<file path="config.mk">
export PLATFORM = sky130hd
export DESIGN_NAME = dict_update_ctrl
export DESIGN_NICKNAME = d
export VERILOG_FILES = /design/src/rtl/dict_ctrl_pkg.sv /design/src/rtl/stage_fifo2.sv /design/src/rtl/dict_update_ctrl.sv
export SDC_FILE = /design/constraint.sdc
export NUM_CORES = 1
export LEC_CHECK = 0
export CORE_MARGIN = 5
export CORE_UTILIZATION = 54
export DETAILED_ROUTE_END_ITERATION = 8
export PLACE_DENSITY = 0.79
export SLEW_MARGIN = 20
export SYNTH_ARGS = -nofsm -noshare
export SYNTH_HDL_FRONTEND = slang
export SYNTH_SLANG_ARGS = --single-unit
</file>
<file path="constraint.sdc">
create_clock -name i_clk -period 4.38 [get_ports i_clk]
set_input_delay 0.657 -clock i_clk [delete_from_list [all_inputs] [get_ports i_clk]]
set_output_delay 0.657 -clock i_clk [all_outputs]
set_load 0.01 [all_outputs]
</file>
<file path="src/rtl/dict_ctrl_pkg.sv">
// Shared types and constants for the dictionary update controller.
package dict_ctrl_pkg;

  typedef enum logic [1:0] {
    IDLE,
    RUN,
    DRAIN,
    DONE
  } ctrl_state_e;

  localparam logic BANK1 = 1'b0;
  localparam logic BANK2 = 1'b1;

endpackage

</file>
<file path="src/rtl/stage_fifo2.sv">
// Small staging queue: 0-2 pushes and 0-2 pops per cycle, exposes head, head+1 and count.
module stage_fifo2 #(
  parameter int unsigned DATA_WIDTH = 32,
  parameter int unsigned DEPTH      = 4,
  parameter int unsigned CW         = $clog2(DEPTH) + 1
) (
  input  logic                  i_clk,
  input  logic                  i_reset,
  input  logic [1:0]            i_push_n,
  input  logic [DATA_WIDTH-1:0] i_push_d0,
  input  logic [DATA_WIDTH-1:0] i_push_d1,
  input  logic [1:0]            i_pop_n,
  output logic [DATA_WIDTH-1:0] o_head,
  output logic [DATA_WIDTH-1:0] o_head1,
  output logic [CW-1:0]         o_count
);

  localparam int unsigned AW = $clog2(DEPTH);

  logic [DATA_WIDTH-1:0] r_mem [DEPTH];
  logic [AW-1:0]         r_rd;
  logic [AW-1:0]         r_wr;
  logic [CW-1:0]         r_count;
  logic [AW-1:0]         w_rd1;
  logic [AW-1:0]         w_wr1;

  // DEPTH is a power of two, so plain AW-bit arithmetic wraps the pointers.
  assign w_rd1 = r_rd + AW'(1);
  assign w_wr1 = r_wr + AW'(1);

  always_ff @(posedge i_clk) begin
    if (i_push_n != 2'd0) r_mem[r_wr]  <= i_push_d0;
    if (i_push_n == 2'd2) r_mem[w_wr1] <= i_push_d1;
  end

  always_ff @(posedge i_clk or negedge i_reset) begin
    if (!i_reset) begin
      r_rd    <= '0;
      r_wr    <= '0;
      r_count <= '0;
    end else begin
      r_rd    <= r_rd + AW'(i_pop_n);
      r_wr    <= r_wr + AW'(i_push_n);
      r_count <= r_count + CW'(i_push_n) - CW'(i_pop_n);
    end
  end

  assign o_head  = r_mem[r_rd];
  assign o_head1 = r_mem[w_rd1];
  assign o_count = r_count;

endmodule

</file>
<file path="src/rtl/dict_update_ctrl.sv">
// Stages decoded words and steers them into the dual-bank dictionary in arrival order.
module dict_update_ctrl
  import dict_ctrl_pkg::*;
#(
  parameter int unsigned DATA_WIDTH  = 32,
  parameter int unsigned STAGE_DEPTH = 4,
  parameter int unsigned CNT_WIDTH   = 16
) (
  input  logic                  i_clk,
  input  logic                  i_reset,
  input  logic                  i_start,
  input  logic                  i_hold,
  input  logic                  in_valid,
  output logic                  in_ready,
  input  logic [1:0]            in_push,
  input  logic [DATA_WIDTH-1:0] in_word0,
  input  logic [DATA_WIDTH-1:0] in_word1,
  input  logic                  in_last,
  output logic                  wr,
  output logic [DATA_WIDTH-1:0] w_data,
  output logic                  wr2,
  output logic [DATA_WIDTH-1:0] w_data2,
  output logic                  o_busy,
  output logic                  o_blk_done,
  output logic [CNT_WIDTH-1:0]  o_push_cnt
);

  localparam int unsigned CW = $clog2(STAGE_DEPTH) + 1;

  ctrl_state_e           r_state;
  logic                  r_bank_sel;
  logic [CNT_WIDTH-1:0]  r_push_cnt;

  logic [CW-1:0]         w_count;
  logic [CW-1:0]         w_free;
  logic [DATA_WIDTH-1:0] w_head;
  logic [DATA_WIDTH-1:0] w_head1;
  logic                  w_accept;
  logic [1:0]            w_push_n;
  logic [DATA_WIDTH-1:0] w_push_d0;
  logic [1:0]            w_pop_n;
  logic [CNT_WIDTH:0]    w_cnt_sum;

  assign w_free   = CW'(STAGE_DEPTH) - w_count;
  assign in_ready = (r_state == RUN) && (w_free >= CW'(2));
  assign w_accept = in_valid && in_ready;

  // A lone word1 (push=10) is compacted into the first push slot.
  assign w_push_n  = w_accept ? ({1'b0, in_push[0]} + {1'b0, in_push[1]}) : 2'd0;
  assign w_push_d0 = in_push[0] ? in_word0 : in_word1;

  always_comb begin
    w_pop_n = 2'd0;
    if (!i_hold) begin
      if (w_count >= CW'(2))      w_pop_n = 2'd2;
      else if (w_count == CW'(1)) w_pop_n = 2'd1;
    end
  end

  stage_fifo2 #(
    .DATA_WIDTH (DATA_WIDTH),
    .DEPTH      (STAGE_DEPTH),
    .CW         (CW)
  ) u_stage (
    .i_clk     (i_clk),
    .i_reset   (i_reset),
    .i_push_n  (w_push_n),
    .i_push_d0 (w_push_d0),
    .i_push_d1 (in_word1),
    .i_pop_n   (w_pop_n),
    .o_head    (w_head),
    .o_head1   (w_head1),
    .o_count   (w_count)
  );

  always_comb begin
    wr      = 1'b0;
    wr2     = 1'b0;
    w_data  = '0;
    w_data2 = '0;
    if (w_pop_n == 2'd2) begin
      wr  = 1'b1;
      wr2 = 1'b1;
      if (r_bank_sel == BANK1) begin
        w_data  = w_head;
        w_data2 = w_head1;
      end else begin
        w_data2 = w_head;
        w_data  = w_head1;
      end
    end else if (w_pop_n == 2'd1) begin
      if (r_bank_sel == BANK1) begin
        wr     = 1'b1;
        w_data = w_head;
      end else begin
        wr2     = 1'b1;
        w_data2 = w_head;
      end
    end
  end

  assign w_cnt_sum = {1'b0, r_push_cnt} + (CNT_WIDTH + 1)'(wr) + (CNT_WIDTH + 1)'(wr2);

  always_ff @(posedge i_clk or negedge i_reset) begin
    if (!i_reset) begin
      r_state    <= IDLE;
      r_bank_sel <= BANK1;
      r_push_cnt <= '0;
    end else begin
      if (w_pop_n == 2'd1) r_bank_sel <= ~r_bank_sel;

      if (r_state == IDLE && i_start) r_push_cnt <= '0;
      else if (w_cnt_sum[CNT_WIDTH])  r_push_cnt <= '1;
      else                            r_push_cnt <= w_cnt_sum[CNT_WIDTH-1:0];

      case (r_state)
        IDLE:    if (i_start) r_state <= RUN;
        RUN:     if (w_accept && in_last) r_state <= DRAIN;
        DRAIN:   if (w_count == '0) r_state <= DONE;
        DONE:    r_state <= IDLE;
        default: r_state <= IDLE;
      endcase
    end
  end

  assign o_busy     = (r_state != IDLE);
  assign o_blk_done = (r_state == DONE);
  assign o_push_cnt = r_push_cnt;

endmodule

</file>
Word level (Yosys, flattened, before mapping)
Memories as Yosys holds them, arrays and structs flattened. Index checks and enable logic that the tools add are counted.

Output and inout port bits: 85. Input port bits: 72. Bits in writable memories: 128. Memories: 1. Register bits: 26.

Eq/ne operators: 10. Mux-type cells: 29. Reductions and logical operators: 9. $add $sub $neg: 10. Bitwise operators: 1. Order comparisons: 2.

Memory list: u_stage.r_mem (words 4, bits a word 32, rd ports 2, clocked after memory_dff 0, write ports 2, RTL line stage_fifo2.sv:20) `logic [DATA_WIDTH-1:0] r_mem [DEPTH];`.

Operator list (number): 32-bit 2-to-1 mux (9); 16-bit 2-to-1 mux (2); 16-bit by 1-bit adder with 17-bit output (1); 17-bit by 1-bit adder with 17-bit output (1); 2-bit 2-to-1 mux (6); 1-bit 2-to-1 mux (11); 2-bit == test (second input constant) (4); 2-bit case mux with 4 select lines (1); 3-bit by 2-bit greater-or-equal comparator with 1-bit output (second input constant) (2); 2-bit by 1-bit adder with 2-bit output (second input constant) (2); 2-bit adder (2); 2-bit by 1-bit == test with 1-bit output (second input constant) (2); 1-bit logical AND (4); 2-bit inequality test (second input constant) (2); 2-bit nonzero test (2); 3-bit by 2-bit adder with 3-bit output (1); 3-bit by 1-bit == test with 1-bit output (second input constant) (1); 3-bit zero test (1); 3-bit AND reduction (1); 3-bit by 2-bit subtractor with 3-bit output (1); 3-bit subtractor (first input constant) (1); 1-bit by 1-bit adder with 2-bit output (1); 2-bit zero test (1); 2-bit by 1-bit inequality test with 1-bit output (second input constant) (1); 1-bit NOT (1).

Longest topological paths before layout
Depth after elaboration: 11. Gate-level depth with buffers: 14. Gate-level depth less buffers: 13.

Cells and area by module
Synthesis repeated with hierarchy kept, for this count alone.

Cell total of the unflattened synthesis: 765. Area total of the unflattened synthesis: 10284.9 um2.

Modules (own cells, without submodules): stage_fifo2 (times used 1, area an instance 7656.1 um2, cells each 384, seq. area each 4018.9 um2); dict_update_ctrl (times used 1, area an instance 2628.8 um2, cells each 381, seq. area each 475.5 um2).

Worst setup path after synthesis
OpenSTA, ideal clock, no wires.

Kind: register to register. Start point: reg u_stage.r_count[1], in the netlist u_stage.o_count[1]. End point: mem u_stage.r_mem[1][0], enable pin. Buffers on the path: 0. Period minus slack after synthesis: 3928 ps. Stages on the path, launching flop included: 7. Arrival: 3467 ps. Slack: 452 ps. Path through: dfrtp_1 -> inv_1 -> ha_1 -> ha_1 -> or3b_1 -> nand2_1 -> nor3_1.

RTL lines: start, declared (RTL line stage_fifo2.sv:23) `logic [CW-1:0] r_count;`; start signal, assigned (RTL line stage_fifo2.sv:44) `r_count <= r_count + CW'(i_push_n) - CW'(i_pop_n);`; end, declared (RTL line stage_fifo2.sv:20).

Worst setup path after layout
Start point: reg u_stage.r_count[0], in the netlist u_stage.o_count[0]. End point: out w_data2[2].

Word-level cells in the longest chain between the ends: 7. Elaborated cells between the ends (all ways): 9.

Ends and longest elaborated chain: parallel branches: the longest is 2 deep, another holds 3-bit by 2-bit greater-or-equal comparator with 1-bit output; 2-bit 2-to-1 mux * (RTL line dict_update_ctrl.sv:55) `if (w_count >= CW'(2)) w_pop_n = 2'd2;`; 2-bit 2-to-1 mux * (RTL line dict_update_ctrl.sv:54) `if (!i_hold) begin`; 2-bit by 1-bit == test with 1-bit output (RTL line dict_update_ctrl.sv:91) `end else if (w_pop_n == 2'd1) begin`; 32-bit 2-to-1 mux (RTL line dict_update_ctrl.sv:91); 32-bit 2-to-1 mux * (RTL line dict_update_ctrl.sv:81) `if (w_pop_n == 2'd2) begin`; end, declared (RTL line dict_update_ctrl.sv:22) `output logic [DATA_WIDTH-1:0] w_data2,`.

Mark *: on every way between the ends.

==> flow_metrics.env <==
export IMPL_status="finished, final reports clean"
export IMPL_post_synth_cell_area_avg_um2=11.0
export IMPL_worst_ir_drop_vdd_v=0.000405
export IMPL_ioPinCount=157
export IMPL_routed_top_layer="met4"
export IMPL_leakage_nw=4.10
export IMPL_finalHoldViolations=0
export IMPL_vias=7405
export IMPL_drc=0
export IMPL_max_slew_margin_pct=31.8
export IMPL_drive_gt1_share_pct=10.2
export IMPL_wl_met2_mm=12.7
export IMPL_grt_max_degree=79
export IMPL_cts_setup_buffers=0
export IMPL_post_cts_resized=0
export IMPL_worstPathArrival_ns=3.23
export IMPL_fmax_mhz=257
export IMPL_ys_ff_latch=154
export IMPL_tightest_slew_ns=1.02
export IMPL_dp_hpwl_mm=15.8
export IMPL_cts_root_buf="clkbuf_16"
export IMPL_required_ns=3.72
export IMPL_chipHeight_um=140
export IMPL_worstSetupEndpointType="primary output"
export IMPL_core_um2=16500
export IMPL_via_per_inst=6.28
export IMPL_hp_class="reg -> reg"
export IMPL_place_congestion=0.836
export IMPL_max_cap_violations=0
export IMPL_post_drt_wl_per_cell_um=20.9
export IMPL_cts_hold_buffers_added=0
export IMPL_synth_nets=911
export IMPL_fin_crit_sh_pct=88.7
export IMPL_cts_htree_levels=4
export IMPL_synth_edff_count=128
export IMPL_clk_latency_ns=0.43
export IMPL_initial_utilization_pct=54.8
export IMPL_crit_type="reg -> out"
export IMPL_wl_mm=24.7
export IMPL_clk_pin_slew_ns=0.06
export IMPL_syn_inst=821
export IMPL_synth_warnings=0
export IMPL_io_buffers=156
export IMPL_setup_viol=0
export IMPL_async_flop_share_pct=16.9
export IMPL_layout_common_cells="clkdlybuf4s50_1, o2bb2ai_1, edfxtp_1"
export IMPL_insertedDiodeCount=0
export IMPL_fin_cells=1179
export IMPL_detail_route_antenna_nets=0
export IMPL_antenna_found_initial=0
export IMPL_final_setup_worst_slack_ns=0.496
export IMPL_cts_sinks=154
export IMPL_dr_pass1_iters=5
export IMPL_worstPathMaxFanout=19
export IMPL_ys_seq_area_share_pct=49.6
export IMPL_startpoint_type="register"
export IMPL_finalSetupTns_ns=0
export IMPL_rsz0062_at_grt="no"
export IMPL_globalRouteOverflowTotal=0
export IMPL_power_mw=6.66
export IMPL_rows=47
export IMPL_clk_path_buf_depth=2
export IMPL_final_common_cell="clkdlybuf4s50_1"
export IMPL_grt_pass1_wl_mm=38.8
export IMPL_cts_tree="built"
export IMPL_ys_flop_type="edfxtp_1"
export IMPL_grt_pass1_vias=7445
export IMPL_pre_cts_slack_ns=0.782
export IMPL_post_route_min_period_ns=3.88
export IMPL_worst_clock_skew_ns=0.00435
export IMPL_die_x_um=140
export IMPL_syn_to_final_growth_pct=26.6
export IMPL_cts_buffers=17
export IMPL_track_usage_pct=25.2
export IMPL_p_per_area_nw_per_um2=581
export IMPL_dieArea_um2=19500
export IMPL_dr_wl_met3_mm=1.63
export IMPL_yosysUniqueCellTypes=47
export IMPL_final_max_slew_viol_count=0
export IMPL_wl_met1_mm=9.92
export IMPL_syn_area_um2=9060
export IMPL_drt_iter0_drc=589
export IMPL_nNetsFinal=1036
export IMPL_post_place_cells=1147
==> registers in the layout, indices dropped and copies added, names as in the netlist <==
register and count:
u_stage.r_mem 128, r_state 2, r_bank_sel 1, u_stage.r_wr 2
o_push_cnt 16, u_stage.o_count 3, u_stage.r_rd 2
==> critical path, stage by stage (launching register included) <==
cell,delay (ns)
dfrtp_1,0.38
inv_1,0.07
ha_1,0.23
nor3_1,0.44
a21oi_1,0.18
nand2_1,0.48
buf_4,0.37
o22ai_1,0.13
clkdlybuf4s50_1,0.51
==> area by class of cell <==
| class | instances | area [um2] |
|---|---|---|
| clock inverters | 14 | 203 |
| clock buffers | 18 | 429 |
| fillers | 1216 | 5050 |
| well taps | 220 | 275 |
| flip-flops and latches | 154 | 4500 |
| inverters | 17 | 63.8 |
| repair buffers | 175 | 1750 |
| multi-input cells | 581 | 4250 |
==> cell families (layout without fill, tap and decap cells) <==
| kind of cell | count (synthesis) | count (layout) | share of synthesized area (%) |
|---|---|---|---|
| buf+inv | 86 | 224 | 4.16 |
| simple gates | 166 | 166 | 8.66 |
| fa+ha+maj | 18 | 18 | 2.73 |
| compound gates | 286 | 286 | 22.3 |
| mux | 98 | 98 | 11.3 |
| flops | 154 | 154 | 49.6 |
| xor+xnor | 13 | 13 | 1.26 |
==> power breakdown <==
part	total [mW]	leakage [nW]	internal (mW)	switching, mW
Clock	1.58	0.297	1.00	0.581
Sequential	2.05	1.49	1.77	0.280
Combinational	3.03	2.31	1.50	1.54
Total	6.66	4.10	4.27	2.40
==> Yosys cell counts, types with 5 or more instances <==
| library cell | number | area (um2) |
|---|---|---|
| a21oi_1 | 48 | 240 |
| buf_1 | 10 | 37.5 |
| buf_2 | 7 | 35.0 |
| buf_4 | 6 | 45.0 |
| clkbuf_1 | 43 | 161 |
| dfrtp_1 | 26 | 651 |
| edfxtp_1 | 128 | 3840 |
| ha_1 | 15 | 188 |
| inv_1 | 17 | 63.8 |
| mux2_2 | 30 | 338 |
| mux2i_1 | 65 | 651 |
| nand2_1 | 77 | 289 |
| nand3_1 | 7 | 35.0 |
| nand4_1 | 6 | 37.5 |
| nor2_1 | 42 | 158 |
| nor3_1 | 6 | 30.0 |
| o21ai_0 | 33 | 165 |
| o22ai_1 | 64 | 400 |
| o2bb2ai_1 | 128 | 1120 |
| xnor2_1 | 8 | 70.1 |
| xor2_1 | 5 | 43.8 |
==> path summary, 6_finish.rpt <==
kind | from | endpoint | slack [ns] | depth (start not counted)
worst max-delay path | u_stage.o_count[0]$_DFF_PN0_ | w_data2[2] | 0.50 | 8
worst min-delay path | u_stage.o_count[2]$_DFF_PN0_ | u_stage.o_count[2]$_DFF_PN0_ | 0.49 | 1
worst max register to register | u_stage.o_count[0]$_DFF_PN0_ | o_push_cnt[1]$_DFF_PN0_ | 0.82 | 11
worst min register to register | u_stage.o_count[2]$_DFF_PN0_ | u_stage.o_count[2]$_DFF_PN0_ | 0.49 | 1
max in group asynchronous | i_reset | u_stage.r_rd[1]$_DFF_PN0_ | 3.15 | 2
min in group asynchronous | i_reset | o_push_cnt[12]$_DFF_PN0_ | 0.59 | 1
==> per-layer routing <==
layer	track usage (%)	up-vias
met5	0	-
li1	-	3474
met3	4.49	50
met4	9.11	0
met2	44.7	292
met1	30.7	3589
==> stage by stage <==
stage                     util (%)  hold slack (ns)  area, um2
after detailed placement      65.6            0.487      10800
after global routing          69.4            0.527      11500
after global placement        65.6            0.491      10800
final                         69.4            0.494      11500
after CTS                     69.4            0.502      11500
after floorplan                  -            0.361       9060
No activity file was read; power rests on OpenSTA's default activity.
